==> config.mk <==
export PLATFORM = sky130hd
export DESIGN_NAME = mdio_phy_responder_flat
export DESIGN_NICKNAME = d
export VERILOG_FILES = /design/src/rtl/mdio_phy_responder_if.sv /design/src/rtl/mdio_phy_responder.sv /design/src/flat_wrapper.sv
export SDC_FILE = /design/constraint.sdc
export NUM_CORES = 1
export LEC_CHECK = 0
export BUFFER_PORTS_ARGS = -buffer_cell sky130_fd_sc_hd__buf_2
export CAP_MARGIN = 30
export CORE_MARGIN = 1.5
export CORE_UTILIZATION = 35
export CTS_CLUSTER_DIAMETER = 200
export DETAILED_ROUTE_END_ITERATION = 8
export PLACE_DENSITY = 0.56
export SYNTH_ARGS = -nofsm -noshare
export SYNTH_HDL_FRONTEND = slang
export SYNTH_SLANG_ARGS = --single-unit
==> constraint.sdc <==
create_clock -name c10_clk50m -period 3.5 [get_ports c10_clk50m]
set_input_delay 0.35 -clock c10_clk50m [delete_from_list [all_inputs] [get_ports c10_clk50m]]
set_output_delay 0.35 -clock c10_clk50m [all_outputs]
set_load 0.02 [all_outputs]
==> src/rtl/mdio_phy_responder_if.sv <==
// MDIO responder bus bundle: pad-side MDC/MDIO, link status input and the
// register-write / status strobes produced by the responder.
interface mdio_phy_responder_if;
  logic        mdc;
  logic        mdio_in;
  logic        mdio_out;
  logic        mdio_oen;
  logic        link_up;
  logic        reg_wr_pulse;
  logic [4:0]  reg_wr_addr;
  logic [15:0] reg_wr_data;
  logic        busy;
  logic        frame_err;

  // Responder side.
  modport slave (
    input  mdc, mdio_in, link_up,
    output mdio_out, mdio_oen, reg_wr_pulse, reg_wr_addr, reg_wr_data,
           busy, frame_err
  );

  // Manager / environment side.
  modport master (
    output mdc, mdio_in, link_up,
    input  mdio_out, mdio_oen, reg_wr_pulse, reg_wr_addr, reg_wr_data,
           busy, frame_err
  );
endinterface

==> src/rtl/mdio_phy_responder.sv <==
// Clause-22 MDIO responder emulating a PHY register set. MDC and MDIO are
// oversampled in the system clock domain; every frame action happens on the
// system clock following a detected (synchronised) MDC rising edge.
module mdio_phy_responder #(
  parameter logic [4:0]  PHY_ADDR    = 5'd0,
  parameter logic [15:0] PHY_ID1     = 16'h0022,
  parameter logic [15:0] PHY_ID2     = 16'h1622,
  parameter logic [15:0] CTRL_RST    = 16'h1140,
  parameter int          SYNC_STAGES = 2
) (
  input  logic                  c10_clk50m,
  input  logic                  c10_resetn,
  mdio_phy_responder_if.slave   bus
);

  typedef enum logic [3:0] {
    ST_IDLE = 4'd0,
    ST_ST   = 4'd1,
    ST_OP1  = 4'd2,
    ST_OP2  = 4'd3,
    ST_PHY  = 4'd4,
    ST_REG  = 4'd5,
    ST_TA1  = 4'd6,
    ST_TA2  = 4'd7,
    ST_DATA = 4'd8
  } state_t;

  logic [SYNC_STAGES-1:0] mdc_sync_q;
  logic [SYNC_STAGES-1:0] mdio_sync_q;
  logic                   mdc_prev_q;
  logic                   mdc_s;
  logic                   mdio_s;
  logic                   rise_s;

  state_t      state_q,   state_d;
  logic [5:0]  pre_cnt_q, pre_cnt_d;
  logic [3:0]  bit_cnt_q, bit_cnt_d;
  logic        op_first_q, op_first_d;
  logic        rd_q,      rd_d;
  logic        match_q,   match_d;
  logic [3:0]  phy_sh_q,  phy_sh_d;
  logic [3:0]  reg_sh_q,  reg_sh_d;
  logic [4:0]  regad_q,   regad_d;
  logic [15:0] sh_q,      sh_d;
  logic        oen_q,     oen_d;
  logic        out_q,     out_d;
  logic        busy_q,    busy_d;
  logic        ferr_q,    ferr_d;
  logic        wr_pulse_q, wr_pulse_d;
  logic [4:0]  wr_addr_q, wr_addr_d;
  logic [15:0] wr_data_q, wr_data_d;
  logic        wr_en_s;

  logic [15:0] reg0_q;
  logic [15:0] regs_q [4:31];
  logic [4:0]  regad_sel_s;
  logic [15:0] rd_data_s;

  assign mdc_s  = mdc_sync_q[SYNC_STAGES-1];
  assign mdio_s = mdio_sync_q[SYNC_STAGES-1];
  assign rise_s = mdc_s & ~mdc_prev_q;

  // Synchronise pad inputs; reset to idle-high so no spurious rise after reset.
  always_ff @(posedge c10_clk50m or negedge c10_resetn) begin
    if (!c10_resetn) begin
      mdc_sync_q  <= {SYNC_STAGES{1'b1}};
      mdio_sync_q <= {SYNC_STAGES{1'b1}};
      mdc_prev_q  <= 1'b1;
    end else begin
      mdc_sync_q  <= {mdc_sync_q[SYNC_STAGES-2:0], bus.mdc};
      mdio_sync_q <= {mdio_sync_q[SYNC_STAGES-2:0], bus.mdio_in};
      mdc_prev_q  <= mdc_s;
    end
  end

  // Read-data snapshot source for the register address completing this rise.
  always_comb begin
    regad_sel_s = {reg_sh_q, mdio_s};
    case (regad_sel_s)
      5'd0:    rd_data_s = reg0_q;
      5'd1:    rd_data_s = 16'h7809 | {13'd0, bus.link_up, 2'd0};
      5'd2:    rd_data_s = PHY_ID1;
      5'd3:    rd_data_s = PHY_ID2;
      default: rd_data_s = regs_q[regad_sel_s];
    endcase
  end

  // Frame FSM next-state and output logic; advances only on a synchronised MDC rise.
  always_comb begin
    state_d    = state_q;
    pre_cnt_d  = pre_cnt_q;
    bit_cnt_d  = bit_cnt_q;
    op_first_d = op_first_q;
    rd_d       = rd_q;
    match_d    = match_q;
    phy_sh_d   = phy_sh_q;
    reg_sh_d   = reg_sh_q;
    regad_d    = regad_q;
    sh_d       = sh_q;
    oen_d      = oen_q;
    out_d      = out_q;
    busy_d     = busy_q;
    ferr_d     = 1'b0;
    wr_pulse_d = 1'b0;
    wr_addr_d  = wr_addr_q;
    wr_data_d  = wr_data_q;
    wr_en_s    = 1'b0;
    if (rise_s) begin
      case (state_q)
        ST_IDLE: begin
          if (mdio_s) begin
            if (pre_cnt_q != 6'd32) begin
              pre_cnt_d = pre_cnt_q + 6'd1;
            end else begin
              pre_cnt_d = pre_cnt_q;
            end
          end else if (pre_cnt_q == 6'd32) begin
            // This zero is the first start bit.
            state_d   = ST_ST;
            pre_cnt_d = 6'd0;
          end else begin
            pre_cnt_d = 6'd0;
          end
        end
        ST_ST: begin
          if (mdio_s) begin
            state_d = ST_OP1;
          end else begin
            state_d = ST_IDLE;
            ferr_d  = 1'b1;
          end
        end
        ST_OP1: begin
          op_first_d = mdio_s;
          state_d    = ST_OP2;
        end
        ST_OP2: begin
          bit_cnt_d = 4'd0;
          if (op_first_q && !mdio_s) begin
            rd_d    = 1'b1;
            state_d = ST_PHY;
          end else if (!op_first_q && mdio_s) begin
            rd_d    = 1'b0;
            state_d = ST_PHY;
          end else begin
            state_d = ST_IDLE;
            ferr_d  = 1'b1;
          end
        end
        ST_PHY: begin
          if (bit_cnt_q == 4'd4) begin
            match_d   = ({phy_sh_q, mdio_s} == PHY_ADDR);
            busy_d    = ({phy_sh_q, mdio_s} == PHY_ADDR);
            bit_cnt_d = 4'd0;
            state_d   = ST_REG;
          end else begin
            phy_sh_d  = {phy_sh_q[2:0], mdio_s};
            bit_cnt_d = bit_cnt_q + 4'd1;
          end
        end
        ST_REG: begin
          if (bit_cnt_q == 4'd4) begin
            regad_d   = regad_sel_s;
            sh_d      = rd_data_s;
            bit_cnt_d = 4'd0;
            state_d   = ST_TA1;
          end else begin
            reg_sh_d  = {reg_sh_q[2:0], mdio_s};
            bit_cnt_d = bit_cnt_q + 4'd1;
          end
        end
        ST_TA1: begin
          if (rd_q) begin
            state_d = ST_TA2;
            if (match_q) begin
              oen_d = 1'b0;
              out_d = 1'b0;
            end else begin
              oen_d = 1'b1;
            end
          end else if (mdio_s) begin
            state_d = ST_TA2;
          end else begin
            // Malformed write turnaround; only report frames addressed to us.
            state_d = ST_IDLE;
            busy_d  = 1'b0;
            ferr_d  = match_q;
          end
        end
        ST_TA2: begin
          bit_cnt_d = 4'd0;
          if (rd_q) begin
            state_d = ST_DATA;
            sh_d    = {sh_q[14:0], 1'b0};
            if (match_q) begin
              out_d = sh_q[15];
            end else begin
              out_d = 1'b1;
            end
          end else if (!mdio_s) begin
            state_d = ST_DATA;
          end else begin
            state_d = ST_IDLE;
            busy_d  = 1'b0;
            ferr_d  = match_q;
          end
        end
        ST_DATA: begin
          if (rd_q) begin
            if (bit_cnt_q == 4'd15) begin
              // data[0] is being sampled on this rise; release the pad.
              oen_d = 1'b1;
              out_d = 1'b1;
            end else if (match_q) begin
              out_d = sh_q[15];
              sh_d  = {sh_q[14:0], 1'b0};
            end else begin
              sh_d  = {sh_q[14:0], 1'b0};
            end
          end else begin
            sh_d = {sh_q[14:0], mdio_s};
          end
          if (bit_cnt_q == 4'd15) begin
            state_d   = ST_IDLE;
            pre_cnt_d = 6'd0;
            busy_d    = 1'b0;
            if (!rd_q && match_q) begin
              wr_en_s    = 1'b1;
              wr_pulse_d = 1'b1;
              wr_addr_d  = regad_q;
              wr_data_d  = {sh_q[14:0], mdio_s};
            end else begin
              wr_en_s    = 1'b0;
            end
          end else begin
            bit_cnt_d = bit_cnt_q + 4'd1;
          end
        end
        default: begin
          state_d   = ST_IDLE;
          pre_cnt_d = 6'd0;
          oen_d     = 1'b1;
          out_d     = 1'b1;
          busy_d    = 1'b0;
        end
      endcase
    end else begin
      state_d = state_q;
    end
  end

  // Frame FSM state and registered pad / strobe outputs.
  always_ff @(posedge c10_clk50m or negedge c10_resetn) begin
    if (!c10_resetn) begin
      state_q    <= ST_IDLE;
      pre_cnt_q  <= 6'd0;
      bit_cnt_q  <= 4'd0;
      op_first_q <= 1'b0;
      rd_q       <= 1'b0;
      match_q    <= 1'b0;
      phy_sh_q   <= 4'd0;
      reg_sh_q   <= 4'd0;
      regad_q    <= 5'd0;
      sh_q       <= 16'd0;
      oen_q      <= 1'b1;
      out_q      <= 1'b1;
      busy_q     <= 1'b0;
      ferr_q     <= 1'b0;
      wr_pulse_q <= 1'b0;
      wr_addr_q  <= 5'd0;
      wr_data_q  <= 16'd0;
    end else begin
      state_q    <= state_d;
      pre_cnt_q  <= pre_cnt_d;
      bit_cnt_q  <= bit_cnt_d;
      op_first_q <= op_first_d;
      rd_q       <= rd_d;
      match_q    <= match_d;
      phy_sh_q   <= phy_sh_d;
      reg_sh_q   <= reg_sh_d;
      regad_q    <= regad_d;
      sh_q       <= sh_d;
      oen_q      <= oen_d;
      out_q      <= out_d;
      busy_q     <= busy_d;
      ferr_q     <= ferr_d;
      wr_pulse_q <= wr_pulse_d;
      wr_addr_q  <= wr_addr_d;
      wr_data_q  <= wr_data_d;
    end
  end

  // Emulated register file; reg0 bit15 restores every register and never sticks.
  always_ff @(posedge c10_clk50m or negedge c10_resetn) begin
    if (!c10_resetn) begin
      reg0_q <= CTRL_RST;
      for (int i = 4; i < 32; i++) begin
        regs_q[i] <= 16'd0;
      end
    end else if (wr_en_s) begin
      case (wr_addr_d)
        5'd0: begin
          if (wr_data_d[15]) begin
            reg0_q <= CTRL_RST;
            for (int i = 4; i < 32; i++) begin
              regs_q[i] <= 16'd0;
            end
          end else begin
            reg0_q <= wr_data_d;
          end
        end
        5'd1, 5'd2, 5'd3: begin
          reg0_q <= reg0_q;
        end
        default: begin
          regs_q[wr_addr_d] <= wr_data_d;
        end
      endcase
    end else begin
      reg0_q <= reg0_q;
    end
  end

  assign bus.mdio_out     = out_q;
  assign bus.mdio_oen     = oen_q;
  assign bus.busy         = busy_q;
  assign bus.frame_err    = ferr_q;
  assign bus.reg_wr_pulse = wr_pulse_q;
  assign bus.reg_wr_addr  = wr_addr_q;
  assign bus.reg_wr_data  = wr_data_q;

endmodule

==> src/flat_wrapper.sv <==
// flat-port wrapper written by rule: the top's interface ports become plain ports
module mdio_phy_responder_flat 
#(
  parameter logic [4:0]  PHY_ADDR    = 5'd0,
  parameter logic [15:0] PHY_ID1     = 16'h0022,
  parameter logic [15:0] PHY_ID2     = 16'h1622,
  parameter logic [15:0] CTRL_RST    = 16'h1140,
  parameter int          SYNC_STAGES = 2
)
  (c10_clk50m, c10_resetn, bus_mdc, bus_mdio_in, bus_link_up, bus_mdio_out, bus_mdio_oen, bus_reg_wr_pulse, bus_reg_wr_addr, bus_reg_wr_data, bus_busy, bus_frame_err);
  mdio_phy_responder_if bus_i ();
  input  logic c10_clk50m;
  input  logic c10_resetn;
  input wire logic [$bits(bus_i.mdc)-1:0] bus_mdc;
  input wire logic [$bits(bus_i.mdio_in)-1:0] bus_mdio_in;
  input wire logic [$bits(bus_i.link_up)-1:0] bus_link_up;
  output wire logic [$bits(bus_i.mdio_out)-1:0] bus_mdio_out;
  output wire logic [$bits(bus_i.mdio_oen)-1:0] bus_mdio_oen;
  output wire logic [$bits(bus_i.reg_wr_pulse)-1:0] bus_reg_wr_pulse;
  output wire logic [$bits(bus_i.reg_wr_addr)-1:0] bus_reg_wr_addr;
  output wire logic [$bits(bus_i.reg_wr_data)-1:0] bus_reg_wr_data;
  output wire logic [$bits(bus_i.busy)-1:0] bus_busy;
  output wire logic [$bits(bus_i.frame_err)-1:0] bus_frame_err;
  assign bus_i.mdc = bus_mdc;
  assign bus_i.mdio_in = bus_mdio_in;
  assign bus_i.link_up = bus_link_up;
  assign bus_mdio_out = bus_i.mdio_out;
  assign bus_mdio_oen = bus_i.mdio_oen;
  assign bus_reg_wr_pulse = bus_i.reg_wr_pulse;
  assign bus_reg_wr_addr = bus_i.reg_wr_addr;
  assign bus_reg_wr_data = bus_i.reg_wr_data;
  assign bus_busy = bus_i.busy;
  assign bus_frame_err = bus_i.frame_err;
  mdio_phy_responder #(.PHY_ADDR(PHY_ADDR), .PHY_ID1(PHY_ID1), .PHY_ID2(PHY_ID2), .CTRL_RST(CTRL_RST), .SYNC_STAGES(SYNC_STAGES)) u_core (.c10_clk50m(c10_clk50m), .c10_resetn(c10_resetn), .bus(bus_i));
endmodule
==> results.tsv, run 1 <==
metric	value	unit
grt_pass1_wl	130	mm
post-route-period-util	83.9	%
crit_fanout	24	
hold-path-endpoint	u_core.sh_q[2]$_DFFE_PN0P_	
hold_viol	0	
drc_errors	0	
clkTransAtPathRegs	0.07	ns
syn_area	25000	um2
arrival	3.45	ns
reg2reg_slack	0.56	ns
worst_hold_slack	0.226	ns
clk_latency	0.63	ns
fp.dieH	270	um
r2r_cells	7	
ioPinCount	31	
grt.total_usage	23.4	%
num_rows	97	
die_x	270	um
cap_violations	0	
synth_seq_cells	540	
path_common_cell	buf_4	
postSynthCellCount	2112	
cts-root-buf	clkbuf_16	
initial_core_util	35.5	%
io_buffers	30	
max_slew_margin	29.0	%
hold_path_depth	4	
post_cts_buffers	0	
fin_ws	0.565	ns
fin_nets	2158	
vias_per_cell	6.10	
syn_nets	2122	
diodes	0	
powerDensity	460	nW/um2
final_core_util	40.8	%
synth_area_leaders	dfrtp_1 53%, mux4_2 9.0%, a22o_1 5.5%, o2bb2ai_1 4.9%, nand2_1 3.6%	
yosysSeqAreaShare	54.1	%
layout.cells.non_filler	3137	
crit_family	simple AND/OR/NAND/NOR gates	
grt-ovfl-total	0	
antenna_found_initial	1	
drtPass1Iterations	5	
final_cell_mix	527 x dfrtp_1, 239 x nand2_1, 171 x o21ai_0, 157 x a22o_1, 141 x o2bb2ai_1	
dpl.hpwl	57.0	mm
cp.required	4.02	ns
wirelength	85.3	mm
ir_drop	366	uV
synth_edf_count	0	
finalCriticalPeriod	2.94	ns
setup_viol	0	
async_flop_share	100	%
post_cts_resized	0	
dp.cells	3025	
synth_top_area_cell	dfrtp_1	
power	13.2	mW
cts_sinks	540	
placed_cell_area	26600	um2
slew_viol_final	0	
synth_top_area_share	53.1	%
area_growth	14.9	%
clock_path_buffers	3	
max_freq	341	MHz
post_drt_wl_per_cell	27.2	um
vias	19100	
path_class	flop to flop	
post_synth.cell_area_avg	11.8	um2
min_path_type	input pin to flop	
drt_iter0_drc	1906	
hp-start	bus_link_up	
dp_slack	0.594	ns
yosys_warnings	0	
grt_max_degree	116	
outcome	finished clean	
clock_skew	0.0144	ns
fin_area	28700	um2
cpPeakStageDelay	0.60	ns
synthFlopType	dfrtp_1	
grt_pass1_vias	19300	
cts_buffers	57	
drive_gt1_share	19.3	%
worstPathCellList	buf_4 -> or4b_1 -> or2_1 -> nor2_2 -> nor2_1 -> buf_4 -> a32o_1	
tns	0	ns
tightest_slew	1.06	ns
gp_congestion	0.889	
critPathLaunchType	flop	
ys_types	68	
timing.rr.start	u_core.state_q[1]$_DFFE_PN0P_	
die-area	73000	um2
crit_buf_inv	2	
ant_nets	0	
rsz0062_at_grt	no	
r2r-end	u_core.regs_q[159]$_DFFE_PN0P_	
cp-end-kind	flop	
core_area	70400	um2
slowest_stage	or4b_1	
cts_tree	built	
final_common_cell	dfrtp_1	
cts-htree-levels	2	
leakage	12.1	nW
-- cell usage after synthesis (9+ instances only) --
master       n
a21oi_1     63
a221oi_1    11
a22o_1     157
a22oi_1     19
a31oi_1     23
and3_1       9
buf_2       50
clkbuf_1   100
dfrtp_1    530
dfstp_2     10
inv_1       23
mux2_2      29
mux2i_1     72
mux4_2     100
nand2_1    239
nand2b_1    27
nand3_1     68
nor2_1      53
nor2_2      15
nor2b_1     16
nor3_1      14
o21ai_0    172
o22a_1       9
o2bb2ai_1  141
o31ai_1     39
-- sequential cells by signal, summed over array words and instances, names as in the netlist, 2 cells and up --
name and flops:
u_core.mdc_sync_q 2, u_core.bus.reg_wr_addr 5, u_core.bit_cnt_q 4, u_core.state_q 4, u_core.bus.reg_wr_data 16, u_core.reg0_q 15, u_core.mdio_sync_q 2, u_core.phy_sh_q 4
u_core.reg_sh_q 4, u_core.regs_q 448, u_core.pre_cnt_q 6, u_core.regad_q 5, u_core.sh_q 16
-- layout make-up --
type	count	area [um2]
Clock buffer	79	1650
Clock inverter	29	414
Fill cell	6602	41700
Inverter	26	97.6
Multi-Input combinational cell	1378	10700
Sequential cell	540	13500
Tap cell	940	1180
Timing Repair Buffer	145	1200
-- how the worst max path moves through the flow --
stage,start,end,depth (start not counted),slack [ns]
4_1_cts,u_core.state_q[1]$_DFFE_PN0P_,u_core.regs_q[159]$_DFFE_PN0P_,7,0.58
2_1_floorplan,u_core.bit_cnt_q[0]$_DFFE_PN0P_,u_core.regs_q[131]$_DFFE_PN0P_,12,1.04
5_1_grt,u_core.bit_cnt_q[1]$_DFFE_PN0P_,u_core.regs_q[366]$_DFFE_PN0P_,8,0.40
6_report,u_core.state_q[1]$_DFFE_PN0P_,u_core.regs_q[159]$_DFFE_PN0P_,7,0.56
3_5_place_dp,u_core.state_q[1]$_DFFE_PN0P_,u_core.regs_q[159]$_DFFE_PN0P_,7,0.59
3_3_place_gp,u_core.mdio_sync_q[1]$_DFF_PN1_,u_core.sh_q[15]$_DFFE_PN0P_,6,0.60
-- power by group --
part	internal, mW	switching (mW)	leakage [nW]
combinational	0.0781	0.202	3.62
sequential	6.25	0.0174	7.51
clock	3.97	2.69	1.01
total	10.3	2.91	12.1
-- worst reg2reg max path, cell delays in order (launching register included) --
cell and delay, ns:
dfrtp_1 0.41, buf_4 0.23, or4b_1 0.60, or2_1 0.40, nor2_2 0.41, nor2_1 0.29, buf_4 0.27, a32o_1 0.21
-- kinds of logic after synthesis --
kind of cell             count (synthesis)  share of synthesized area, %
flip-flops                             540                          54.1
multiplexers                           203                          13.3
AND/OR/NAND/NOR                        501                          9.63
buffers and inverters                  194                          3.42
adder cells (fa/ha/maj)                  5                         0.250
AO/OA/AOI/OAI                          669                          19.3
-- routing by layer --
metal / routed length, um / vias up / GRT usage, %
li1: - / 8065 / -
met1: 36400 / 10100 / 32.5
met2: 39200 / 880 / 36.3
met3: 7130 / 150 / 5.13
met4: 2590 / 0 / 7.56
met5: 0 / - / 0
-- what timing repair did --
action | 4_1_cts | 5_1_grt
setup endpoints to repair | 0 | 0
hold buffers | 3 | 0
endpoints found under the hold margin | 64 | 0
(Power assumes the default switching activity.)
==> run 2: changes to the inputs <==
--- a/config.mk
+++ b/config.mk
@@ -11,7 +11,7 @@
 export CORE_UTILIZATION = 35
 export CTS_CLUSTER_DIAMETER = 200
 export DETAILED_ROUTE_END_ITERATION = 8
-export PLACE_DENSITY = 0.56
+export PLACE_DENSITY = 0.58
 export SYNTH_ARGS = -nofsm -noshare
 export SYNTH_HDL_FRONTEND = slang
 export SYNTH_SLANG_ARGS = --single-unit
==> constraint.sdc (replaced) <==
create_clock -name c10_clk50m -period 2.5 [get_ports c10_clk50m]
set_input_delay 0.25 -clock c10_clk50m [delete_from_list [all_inputs] [get_ports c10_clk50m]]
set_output_delay 0.25 -clock c10_clk50m [all_outputs]
set_load 0.02 [all_outputs]
==> results.tsv, run 2 (same netlist as run 1, synthesis figures left out) <==
metric	value	unit
cap_violations	0	
drt_iter0_drc	1884	
grt.total_usage	23.5	%
cell_internal_pwr	14.6	mW
path_common_cell	buf_4	
r2r-end	u_core.regs_q[435]$_DFFE_PN0P_	
cts_buffers	58	
combPwrFrac	2.5	%
vias	19500	
worst_hold_slack	0.0559	ns
regMostFlops	u_core.regs_q	
power	18.7	mW
grt_pass1_wl	131	mm
cpPeakStageDelay	0.55	ns
outcome	finished clean	
seqPwrFrac	47.0	%
placed_cell_area	27900	um2
dp_slack	-0.0925	ns
ant_nets	0	
rsz0062_at_grt	no	
endpoint	u_core.regs_q[435]$_DFFE_PN0P_	
final_common_cell	dfrtp_1	
gp_congestion	0.916	
reg2reg_slack	0.07	ns
crit_start	u_core.mdc_prev_q$_DFF_PN1_	
worstPathCellList	and4bb_2 -> nand3_2 -> buf_6 -> buf_4 -> mux2i_1 -> buf_4 -> o31ai_1	
slowest_stage	dfstp_2	
p_switching	4.09	mW
final_cell_mix	527 x dfrtp_1, 237 x nand2_1, 191 x buf_4, 171 x o21ai_0, 157 x a22o_1	
leakage	12.9	nW
clock_power_share	50.6	%
clock_skew	0.0180	ns
cp.required	3.00	ns
max_slew_margin	32.3	%
vias_per_cell	5.96	
n_fill_cell	6574	
largest_reg_flops	448	
cts-htree-levels	2	
timing.rr.start	u_core.mdc_prev_q$_DFF_PN1_	
fp.dieH	270	um
post-route-period-util	97.0	%
finalCriticalPeriod	2.43	ns
dpl.hpwl	59.4	mm
slew_viol_final	0	
r2r_cells	7	
clkTransAtPathRegs	0.07	ns
drtPass1Iterations	6	
clock_path_buffers	3	
post_drt_wl_per_cell	26.3	um
antenna_found_initial	2	
cp-end-kind	flop	
grt_max_degree	68	
diodes	0	
clk_latency	0.64	ns
arrival	2.92	ns
grt-ovfl-total	0	
core_area	70400	um2
fin_ws	0.0744	ns
cts_tree	built	
die-area	73000	um2
num_rows	97	
io_buffers	30	
ir_drop	553	uV
initial_core_util	35.5	%
wirelength	85.8	mm
fin_area	30200	um2
cts_sinks	540	
area_growth	20.9	%
critPathLaunchType	flop	
setup_viol	0	
drive_gt1_share	24.7	%
fin_nets	2286	
powerDensity	618	nW/um2
tightest_slew	1.01	ns
die_x	270	um
path_class	flop to flop	
cts-root-buf	clkbuf_16	
grt_pass1_vias	19700	
hold_viol	0	
max_freq	412	MHz
drc_errors	0	
ioPinCount	31	
swShare	21.9	%
crit_fanout	22	
min_path_type	input pin to flop	
run 2: power groups by stage:
stage          logic (mW)  registers, mW  clock network [mW]
5_1_grt             0.514           8.77                9.92
6_report            0.459           8.77                9.44
3_5_place_dp        0.448           8.94                   0
3_3_place_gp        0.438           8.94                   0
4_1_cts             0.472           8.77                9.57
2_1_floorplan       0.136           8.93                   0
run 2: final cells by class:
| class | instances | area (um2) | share of cell area, % |
|---|---|---|---|
| Clock buffer | 77 | 1640 | 5.43 |
| Clock inverter | 32 | 455 | 1.51 |
| Inverter | 26 | 97.6 | 0.323 |
| Multi-Input combinational cell | 1378 | 10800 | 35.6 |
| Sequential cell | 540 | 13500 | 44.8 |
| Tap cell | 940 | 1180 | 3.89 |
| Timing Repair Buffer | 272 | 2560 | 8.48 |
run 2: worst min-delay path by stage:
stage	from	end	slack, ns	depth (start not counted)
detailed placement	c10_resetn	u_core.pre_cnt_q[2]$_DFFE_PN0P_	0.26	1
finish	bus_link_up	u_core.sh_q[2]$_DFFE_PN0P_	0.06	4
CTS	bus_link_up	u_core.sh_q[2]$_DFFE_PN0P_	0.03	4
global route	bus_link_up	u_core.sh_q[2]$_DFFE_PN0P_	0.08	4
global placement	c10_resetn	u_core.bus.frame_err$_DFF_PN0_	0.26	1
floorplan	c10_resetn	u_core.bit_cnt_q[0]$_DFFE_PN0P_	-0.05	0
run 2: per-layer routing:
| metal | GRT usage, % | vias up | part of all wire (%) |
|---|---|---|---|
| li1 | - | 8315 | - |
| met1 | 33.4 | 10100 | 44 |
| met2 | 36.3 | 856 | 46 |
| met3 | 4.62 | 165 | 7.6 |
| met4 | 7.00 | 0 | 2.9 |
| met5 | 0 | - | 0 |
run 2: repair_timing:
action / in CTS / in global routing
buffers inserted: 4 / 2
resized for setup: 4 / 23
hold endpoints to repair: 65 / 0
setup endpoints to repair: 28 / 121
gates cloned: 0 / 0
hold buffers: 3 / 0
run 2: stage by stage:
step / setup TNS [ns] / instances / utilization, %
3_3_place_gp: -0.568 / 3146 / 39.6
4_1_cts: 0 / 3263 / 42.8
2_1_floorplan: 0 / 2112 / -
5_1_grt: 0 / 3265 / 42.9
6_report: 0 / 3265 / 42.9
3_5_place_dp: -0.206 / 3147 / 39.6
run 2: critical path, delay by kind of cell (launching register included):
family / cells / cell delay (ns)
AO/OA/AOI/OAI: 1 / 0.07
buffers and inverters: 3 / 0.79
multiplexers: 1 / 0.44
flip-flops: 1 / 0.55
AND/OR/NAND/NOR: 2 / 0.42
==> run 3: changes to the inputs <==
--- a/config.mk
+++ b/config.mk
@@ -11,7 +11,7 @@
 export CORE_UTILIZATION = 35
 export CTS_CLUSTER_DIAMETER = 200
 export DETAILED_ROUTE_END_ITERATION = 8
-export PLACE_DENSITY = 0.58
+export PLACE_DENSITY = 0.62
 export SYNTH_ARGS = -nofsm -noshare
 export SYNTH_HDL_FRONTEND = slang
 export SYNTH_SLANG_ARGS = --single-unit
==> results.tsv, run 3 (same netlist as run 1, synthesis figures left out) <==
metric	value	unit
outcome	finished clean	
cts_tree	built	
drt_iter0_drc	2311	
hold_viol	0	
final_cell_mix	527 x dfrtp_1, 236 x nand2_1, 171 x o21ai_0, 158 x buf_4, 157 x a22o_1	
n_fill_cell	6568	
hp-start	bus_link_up	
dp.cells	3113	
slew_viol_final	0	
grt-ovfl-total	0	
final_common_cell	dfrtp_1	
tightest_slew	0.787	ns
grt.total_usage	22.9	%
clk_latency	0.63	ns
use_met3	5.17	%
final_core_util	42.4	%
area_growth	19.5	%
cap_violations	0	
cts_buffers	57	
met1_usage	32.2	%
crit_fanout	7	
crit_family	multiplexers	
dpl.hpwl	57.7	mm
arrival	2.95	ns
drtPass1Iterations	8	
io_buffers	30	
crit_start	u_core.mdio_sync_q[1]$_DFF_PN1_	
path_class	flop to flop	
gp_congestion	0.951	
ir_drop	468	uV
core_area	70400	um2
cp.required	2.99	ns
largest_reg_flops	448	
vias	19700	
dp_slack	-0.0698	ns
powerDensity	614	nW/um2
multi_input_area	10800	um2
grt_pass1_wl	129	mm
grt_max_degree	87	
power	18.3	mW
slowest_stage	dfstp_4	
finalCriticalPeriod	2.46	ns
worst_hold_slack	0.0818	ns
antenna_found_initial	0	
min_path_type	input pin to flop	
drc_errors	0	
critPathLaunchType	flop	
fin_nets	2250	
wirelength	84.1	mm
max_slew_margin	47.2	%
leakage	12.7	nW
worstPathCellList	buf_12 -> mux4_2 -> mux2i_1 -> nor2_1 -> a2111oi_1 -> a21oi_1	
regArea	13500	um2
top_usage_layer	met2	
regMostFlops	u_core.regs_q	
setup_viol	0	
post-route-period-util	98.5	%
diodes	0	
initial_core_util	35.5	%
fin_area	29900	um2
ioPinCount	31	
placed_cell_area	27600	um2
layout.cells.non_filler	3228	
ant_nets	0	
die_x	270	um
clkTransAtPathRegs	0.06	ns
cts-root-buf	clkbuf_16	
post_drt_wl_per_cell	26.1	um
cpPeakStageDelay	0.67	ns
drive_gt1_share	23.4	%
cts_sinks	540	
clock_skew	0.0279	ns
timing.rr.start	u_core.mdio_sync_q[1]$_DFF_PN1_	
gr-usage-met2	35.1	%
crit_buf_inv	1	
tns	0	ns
fp.dieH	270	um
num_rows	97	
grt_pass1_vias	20200	
fin_ws	0.0373	ns
rsz0062_at_grt	no	
max_freq	406	MHz
cts-htree-levels	2	
cp-end-kind	flop	
clock_path_buffers	3	
die-area	73000	um2
vias_per_cell	6.11	
## run 3: layout make-up
class | instances | area share [%]
Clock buffer | 85 | 5.77
Inverter | 26 | 0.327
Tap cell | 940 | 3.94
Timing Repair Buffer | 237 | 7.60
Sequential cell | 540 | 45.3
Multi-Input combinational cell | 1378 | 36.0
Clock inverter | 22 | 1.03
## run 3: layer usage
layer	vias to the layer above	wire, um
met5	-	0
met4	0	2640
met3	183	7310
met2	968	37800
met1	10300	36400
li1	8236	-
## run 3: repair_timing
action,CTS,global route
gates resized for setup,4,26
setup endpoints to repair,11,147
pin swaps,0,0
endpoints found under the hold margin,42,0
hold buffers,3,0
setup buffers,4,1
## run 3: worst paths after layout
path	to	slack, ns	cells past startpoint
setup / recovery	u_core.sh_q[1]$_DFFE_PN0P_	0.04	6
max in group asynchronous	u_core.sh_q[0]$_DFFE_PN0P_	1.33	3
min in group asynchronous	u_core.reg_sh_q[2]$_DFFE_PN0P_	0.23	2
setup reg to reg	u_core.sh_q[1]$_DFFE_PN0P_	0.04	6
hold reg to reg	u_core.mdc_sync_q[1]$_DFF_PN1_	0.36	0
hold / removal	u_core.sh_q[2]$_DFFE_PN0P_	0.08	4
## run 3: tightest hold or removal path, delay by kind of cell
kind,cells,cell delay [ns]
buf+inv,1,0.12
simple gates,2,0.17
compound gates,1,0.12
## run 3: power by group
group / internal [mW] / switching [mW] / total, mW
logic: 0.141 / 0.294 / 0.436
clock network: 5.48 / 3.67 / 9.14
registers: 8.76 / 0.0156 / 8.77
